## config.mk

```make
export PLATFORM = sky130hd
export DESIGN_NAME = hsem_regfile
export DESIGN_NICKNAME = d
export VERILOG_FILES = /design/src/rtl/hsem_regfile.sv
export SDC_FILE = /design/constraint.sdc
export NUM_CORES = 1
export LEC_CHECK = 0
export CORE_AREA = 5 5 120 133
export CTS_CLUSTER_DIAMETER = 60
export CTS_CLUSTER_SIZE = 14
export DETAILED_ROUTE_END_ITERATION = 10
export DIE_AREA = 0 0 125 138
export DONT_BUFFER_PORTS = 1
export PLACE_DENSITY = 0.79
export SLEW_MARGIN = 10
export SYNTH_ARGS = -nofsm -noshare
export SYNTH_HDL_FRONTEND = slang
export SYNTH_SLANG_ARGS = --single-unit
```

## constraint.sdc

```tcl
create_clock -name hclk -period 5.71 [get_ports hclk]
set_input_delay 0.571 -clock hclk [delete_from_list [all_inputs] [get_ports hclk]]
set_output_delay 0.571 -clock hclk [all_outputs]
set_load 0.02 [all_outputs]
```

## src/rtl/hsem_regfile.sv

```systemverilog
// Hardware semaphore register file: NSEM lockable words, key-protected bulk
// release and an optional release-interrupt block (enabled by HSEM_IRQ_EN).
// Ports: hclk/hresetn clock and async low reset; wr_en/rd_en/reg_addr/
//        ihwdata/master_id data-phase access; ihrdata read data; irq.
module hsem_regfile #(
  parameter int NSEM = 8
) (
  input  logic        hclk,
  input  logic        hresetn,
  input  logic        wr_en,
  input  logic        rd_en,
  input  logic [7:0]  reg_addr,
  input  logic [31:0] ihwdata,
  input  logic [3:0]  master_id,
  output logic [31:0] ihrdata,
  output logic        irq
);

  logic [31:0] sem_q [NSEM];
  logic [31:0] sem_d [NSEM];
  logic [15:0] keyr_q, keyr_d;
  logic [NSEM-1:0] set_v;

  logic        aligned;
  logic        is_r, is_rlr;
  logic        is_cr, is_keyr;
  logic        is_ier, is_icr;
  logic        is_isr, is_misr;
  logic [3:0]  idx;
  logic        rd_ok;
  logic        cr_ok;
  logic        hit;
  logic [31:0] hit_word;
  logic [31:0] new_word;
  logic [31:0] rlr_word;
  logic        unused_bits;

  assign aligned  = reg_addr[1:0] == 2'b00;
  assign is_r     = aligned && reg_addr[7:6] == 2'b00;
  assign is_rlr   = aligned && reg_addr[7:6] == 2'b01;
  assign is_cr    = reg_addr == 8'h80;
  assign is_keyr  = reg_addr == 8'h84;
  assign is_ier   = reg_addr == 8'h90;
  assign is_icr   = reg_addr == 8'h94;
  assign is_isr   = reg_addr == 8'h98;
  assign is_misr  = reg_addr == 8'h9C;
  assign idx      = reg_addr[5:2];
  // A write wins over a simultaneous read: no RLR lock then.
  assign rd_ok    = rd_en && !wr_en;
  assign cr_ok    = ihwdata[31:16] == keyr_q;
  assign new_word = {1'b1, 19'b0, ihwdata[11:0]};
  assign rlr_word = {1'b1, 19'b0, master_id, 8'h00};

  always_comb begin
    hit      = 1'b0;
    hit_word = '0;
    for (int i = 0; i < NSEM; i++) begin
      if (idx == 4'(i)) begin
        hit      = 1'b1;
        hit_word = sem_q[i];
      end
    end
  end

  always_comb begin
    keyr_d = keyr_q;
    set_v  = '0;
    for (int i = 0; i < NSEM; i++) begin
      sem_d[i] = sem_q[i];
      if (wr_en && is_r && idx == 4'(i)) begin
        if (ihwdata[31] && !sem_q[i][31]) begin
          sem_d[i] = new_word;
        end else if (!ihwdata[31] && sem_q[i][31] &&
                     sem_q[i][11:0] == ihwdata[11:0]) begin
          sem_d[i] = '0;
          set_v[i] = 1'b1;
        end
      end
      if (wr_en && is_cr && cr_ok && sem_q[i][31] &&
          sem_q[i][11:8] == ihwdata[11:8]) begin
        sem_d[i] = '0;
        set_v[i] = 1'b1;
      end
      if (rd_ok && is_rlr && idx == 4'(i) && !sem_q[i][31]) begin
        sem_d[i] = rlr_word;
      end
    end
    if (wr_en && is_keyr) begin
      keyr_d = ihwdata[31:16];
    end
  end

  always_ff @(posedge hclk or negedge hresetn) begin
    if (!hresetn) begin
      for (int i = 0; i < NSEM; i++) sem_q[i] <= '0;
      keyr_q <= '0;
    end else begin
      for (int i = 0; i < NSEM; i++) sem_q[i] <= sem_d[i];
      keyr_q <= keyr_d;
    end
  end

`ifdef HSEM_IRQ_EN
  logic [NSEM-1:0] ier_q, ier_d;
  logic [NSEM-1:0] isr_q, isr_d;
  logic [NSEM-1:0] clr_v;

  always_comb begin
    ier_d = ier_q;
    clr_v = '0;
    if (wr_en && is_ier) ier_d = ihwdata[NSEM-1:0];
    if (wr_en && is_icr) clr_v = ihwdata[NSEM-1:0];
    // A release in the same cycle as a clear keeps the bit set.
    isr_d = (isr_q & ~clr_v) | set_v;
  end

  always_ff @(posedge hclk or negedge hresetn) begin
    if (!hresetn) begin
      ier_q <= '0;
      isr_q <= '0;
    end else begin
      ier_q <= ier_d;
      isr_q <= isr_d;
    end
  end

  assign irq = |(isr_q & ier_q);
  assign unused_bits = ^{ihwdata[15:12], is_icr, is_cr};
`else
  assign irq = 1'b0;
  assign unused_bits = ^{ihwdata[15:12], set_v,
                         is_ier, is_icr, is_isr, is_misr, is_cr};
`endif

  always_comb begin
    ihrdata = '0;
    unique case (1'b1)
      is_r:    ihrdata = hit ? hit_word : '0;
      is_rlr: begin
        if (hit) ihrdata = hit_word[31] ? hit_word : rlr_word;
      end
      is_keyr: ihrdata = {keyr_q, 16'h0000};
`ifdef HSEM_IRQ_EN
      is_ier:  ihrdata = 32'(ier_q);
      is_isr:  ihrdata = 32'(isr_q);
      is_misr: ihrdata = 32'(isr_q & ier_q);
`endif
      default: ihrdata = '0;
    endcase
  end

endmodule

```

==> results by group <==
Worst setup path
  • R2R Path End: sem_q[99]
  • Largest stage delay on the critical path: 700 ps
  • Setup slack, reg-to-reg: 2530 ps
  • Worst EP required: 5140 ps
  • Crit path max fanout: 14
  • Critical Path Source Type: input port
  • Critical path cell sequence: nor2_1 > o221ai_1 > o22ai_1 > o21ai_0 > a21o_1 > a2111oi_1 > buf_4
  • Worst Path Arrival: 3170 ps
  • FF-to-FF Start: keyr_q[3]
  • CP Class: in2out
  • Worst r2r path cells: 6
  • Critical path capture point type: primary output
  • CP max stage cell: nor2_1

Synthesis
  • Sequential area share after synthesis: 38.8%
  • Synth top area share: 38.8%
  • Post-synthesis register bit count: 120
  • Top cells by area, synth: dfrtp_1, xor2_1, mux2_2, xnor2_1, mux4_2
  • Gate Count Post-Synth: 783
  • Yosys cell types: 57
  • Post-Syn Area: 0.00773 sq mm
  • Most common flop cell mapped by yosys: dfrtp_1
  • Most common cell in the synthesized netlist: dfrtp_1
  • Async S/R FF share, synth: 100%
  • Syn Area/Cell: 9.88 sq um
  • Number of synthesized flops with an enable pin: 0
  • Synth area leader: dfrtp_1
  • Synth top cells by count: dfrtp_1, xor2_1, nor2_1
  • Synth warn: 0

Power
  • P_int: 1.59 mW
  • Comb power frac: 7.7%
  • Switching Fraction: 23.3%
  • Total power: 2.08 mW
  • Flop pwr share: 43.0%
  • Pwr Density: 247 mW/mm^2
  • Clock power frac: 49.3%
  • Max VDD drop: 209 uV
  • LEAKAGE: 3.62 nW
  • NetSw: 484 uW

Clocking
  • Register clock-pin slew on the reported worst setup and hold paths: 50 ps
  • # Post-CTS Setup Buffers: 0
  • Clock tree buffer depth: 2
  • TritonCTS Buffers: 17
  • CTS tree: yes
  • Clk_lat worst skew: 420 ps
  • H-tree Lvls: 4
  • Clock sink count: 120
  • CTS resizes: 0
  • CTS Root Cell: clkbuf_16

Placed design
  • PortBufs: 0
  • # placed instances: 923
  • Gpl congestion: 0.936
  • DP HPWL: 15600 um

Timing
  • Rel. slew slack: 25.4%
  • Setup TNS: 0 ps
  • Period Utilization, post-route: 65.6%
  • RSZ-0062 raised after global routing: no
  • Final Critical Period: 3750 ps
  • Pin slew with the least headroom to its limit: 1120 ps
  • Worst hold margin: 109 ps
  • Max Fclk: 0.267 GHz
  • Setup Skew: 8.59 ps
  • Setup violation total in the final timing report: 0
  • Hold Violations, Final: 0
  • Slew Viols, Final: 0

Floorplan
  • Die H: 138 um
  • Core area: 0.0143 sq mm
  • Die W: 125 um
  • Starting Density: 54.0%
  • Die ar.: 0.0173 sq mm
  • I/O pin count: 81
  • Site Rows: 46

Layout
  • # nets final: 799
  • Fin cells: 955
  • Layout cells sized above 1: 14.4%
  • Area Overhead vs Synth: 8.75%
  • ANT cells: 0

Global routing
  • Gr usage total: 24.9%
  • Grt total ovfl: 0
  • Met3 usage: 7.51%
  • Largest net degree at the start of global routing: 121
  • Layer with the highest usage: met2
  • Met1 Use GR: 28.8%
  • Vias in the first global route: 6754
  • Routing usage on met2: 41.4%
  • Initial antenna violation count: 0
  • First-pass GRT wire length: 35000 um

Worst hold path
  • Worst hold path class: in2async

Routing
  • Via/cell ratio: 6.79
  • DR iter-0 viols: 722
  • Antenna Nets Post-Route: 0
  • Routed via count: 6481
  • Drt wl/cell: 22.7 um
  • Total Routed Length: 21700 um
  • DRC viols: 0
  • DRT Pass-1 Iters: 6

Run
  • Max-Cap Viols: 0

Outcome
  • Status: complete, no violations
## flip-flops by register name (all words and copies together) (netlist names)
register / count
sem_q: 104
keyr_q: 16
## layout make-up
cell class | count | area (sq um)
repair buffers | 13 | 118
well taps | 192 | 240
inverters | 9 | 33.8
flip-flops and latches | 120 | 3000
clock buffers | 23 | 498
fillers | 1129 | 5920
multi-input cells | 590 | 4450
clock inverters | 8 | 70.1
## per-stage QoR
stage               utilization [%]  instance area (sq um)  worst slack, ps
finish                         58.7                   8410             1960
global route                   58.7                   8410             1790
CTS                            58.6                   8400             2010
detailed placement             54.4                   7800             2040
global placement               54.4                   7800             2100
floorplan                         -                   7750             2070
## worst max-delay path, delay by kind of cell
kind,cells,cell delay (ps)
and+or+nand+nor,1,700
AOI/OAI and AO/OA,5,1650
buffers and inverters,1,240
## cell families (layout without fill, tap and decap cells)
group	Yosys count	after routing	share of synthesized area, %
other	1	5	0.0485
AOI/OAI and AO/OA	154	154	15.6
xor gates and xnor gates	112	112	12.7
buffers and inverters	77	53	4.14
muxes	65	65	11.1
and+or+nand+nor	254	254	17.6
DFF	120	120	38.8
## worst max-delay path by stage
stage                      startpoint  cells after the start          to  slack [ps]
after floorplan           reg_addr[2]                      8  ihrdata[0]        2070
after global placement    reg_addr[4]                      7  ihrdata[2]        2100
after detailed placement  reg_addr[4]                      7  ihrdata[2]        2040
after CTS                 reg_addr[4]                      7  ihrdata[2]        2010
after global routing      reg_addr[4]                      7  ihrdata[2]        1790
final                     reg_addr[4]                      7  ihrdata[2]        1960
## metal layers
layer	wire length (um)	share of wire (%)
met1	8020	37
met2	10600	49
met3	1950	9.0
met4	1090	5.0
met5	0	0
## cells in the final DEF, fill, tap and decap left out, types with 10 or more instances in the layout
master,instances
a21oi_1,17
nor3_1,38
nand3_1,12
xnor2_1,47
xor2_1,65
a22o_1,23
clkbuf_16,17
buf_4,12
nand2b_1,12
nor4_1,14
nand2_1,49
and2_1,15
a32o_1,24
o31ai_1,12
mux2_2,44
mux4_2,12
dfrtp_1,120
o22ai_1,10
o21ai_0,12
nor2_1,55
nand4_1,18
## power by group through the flow
stage	clock (mW)	combinational (mW)	sequential, mW
after floorplan	0	0.148	0.902
after global placement	0	0.134	0.906
after detailed placement	0	0.139	0.907
after CTS	1.04	0.159	0.893
after global routing	1.08	0.176	0.896
final	1.03	0.160	0.894
## what timing repair did
item | in CTS | in global routing
hold endpoints to repair | 120 | 0
setup endpoints to repair | 0 | 0
hold buffers | 1 | 0
Power figures use the tool's default switching activity.
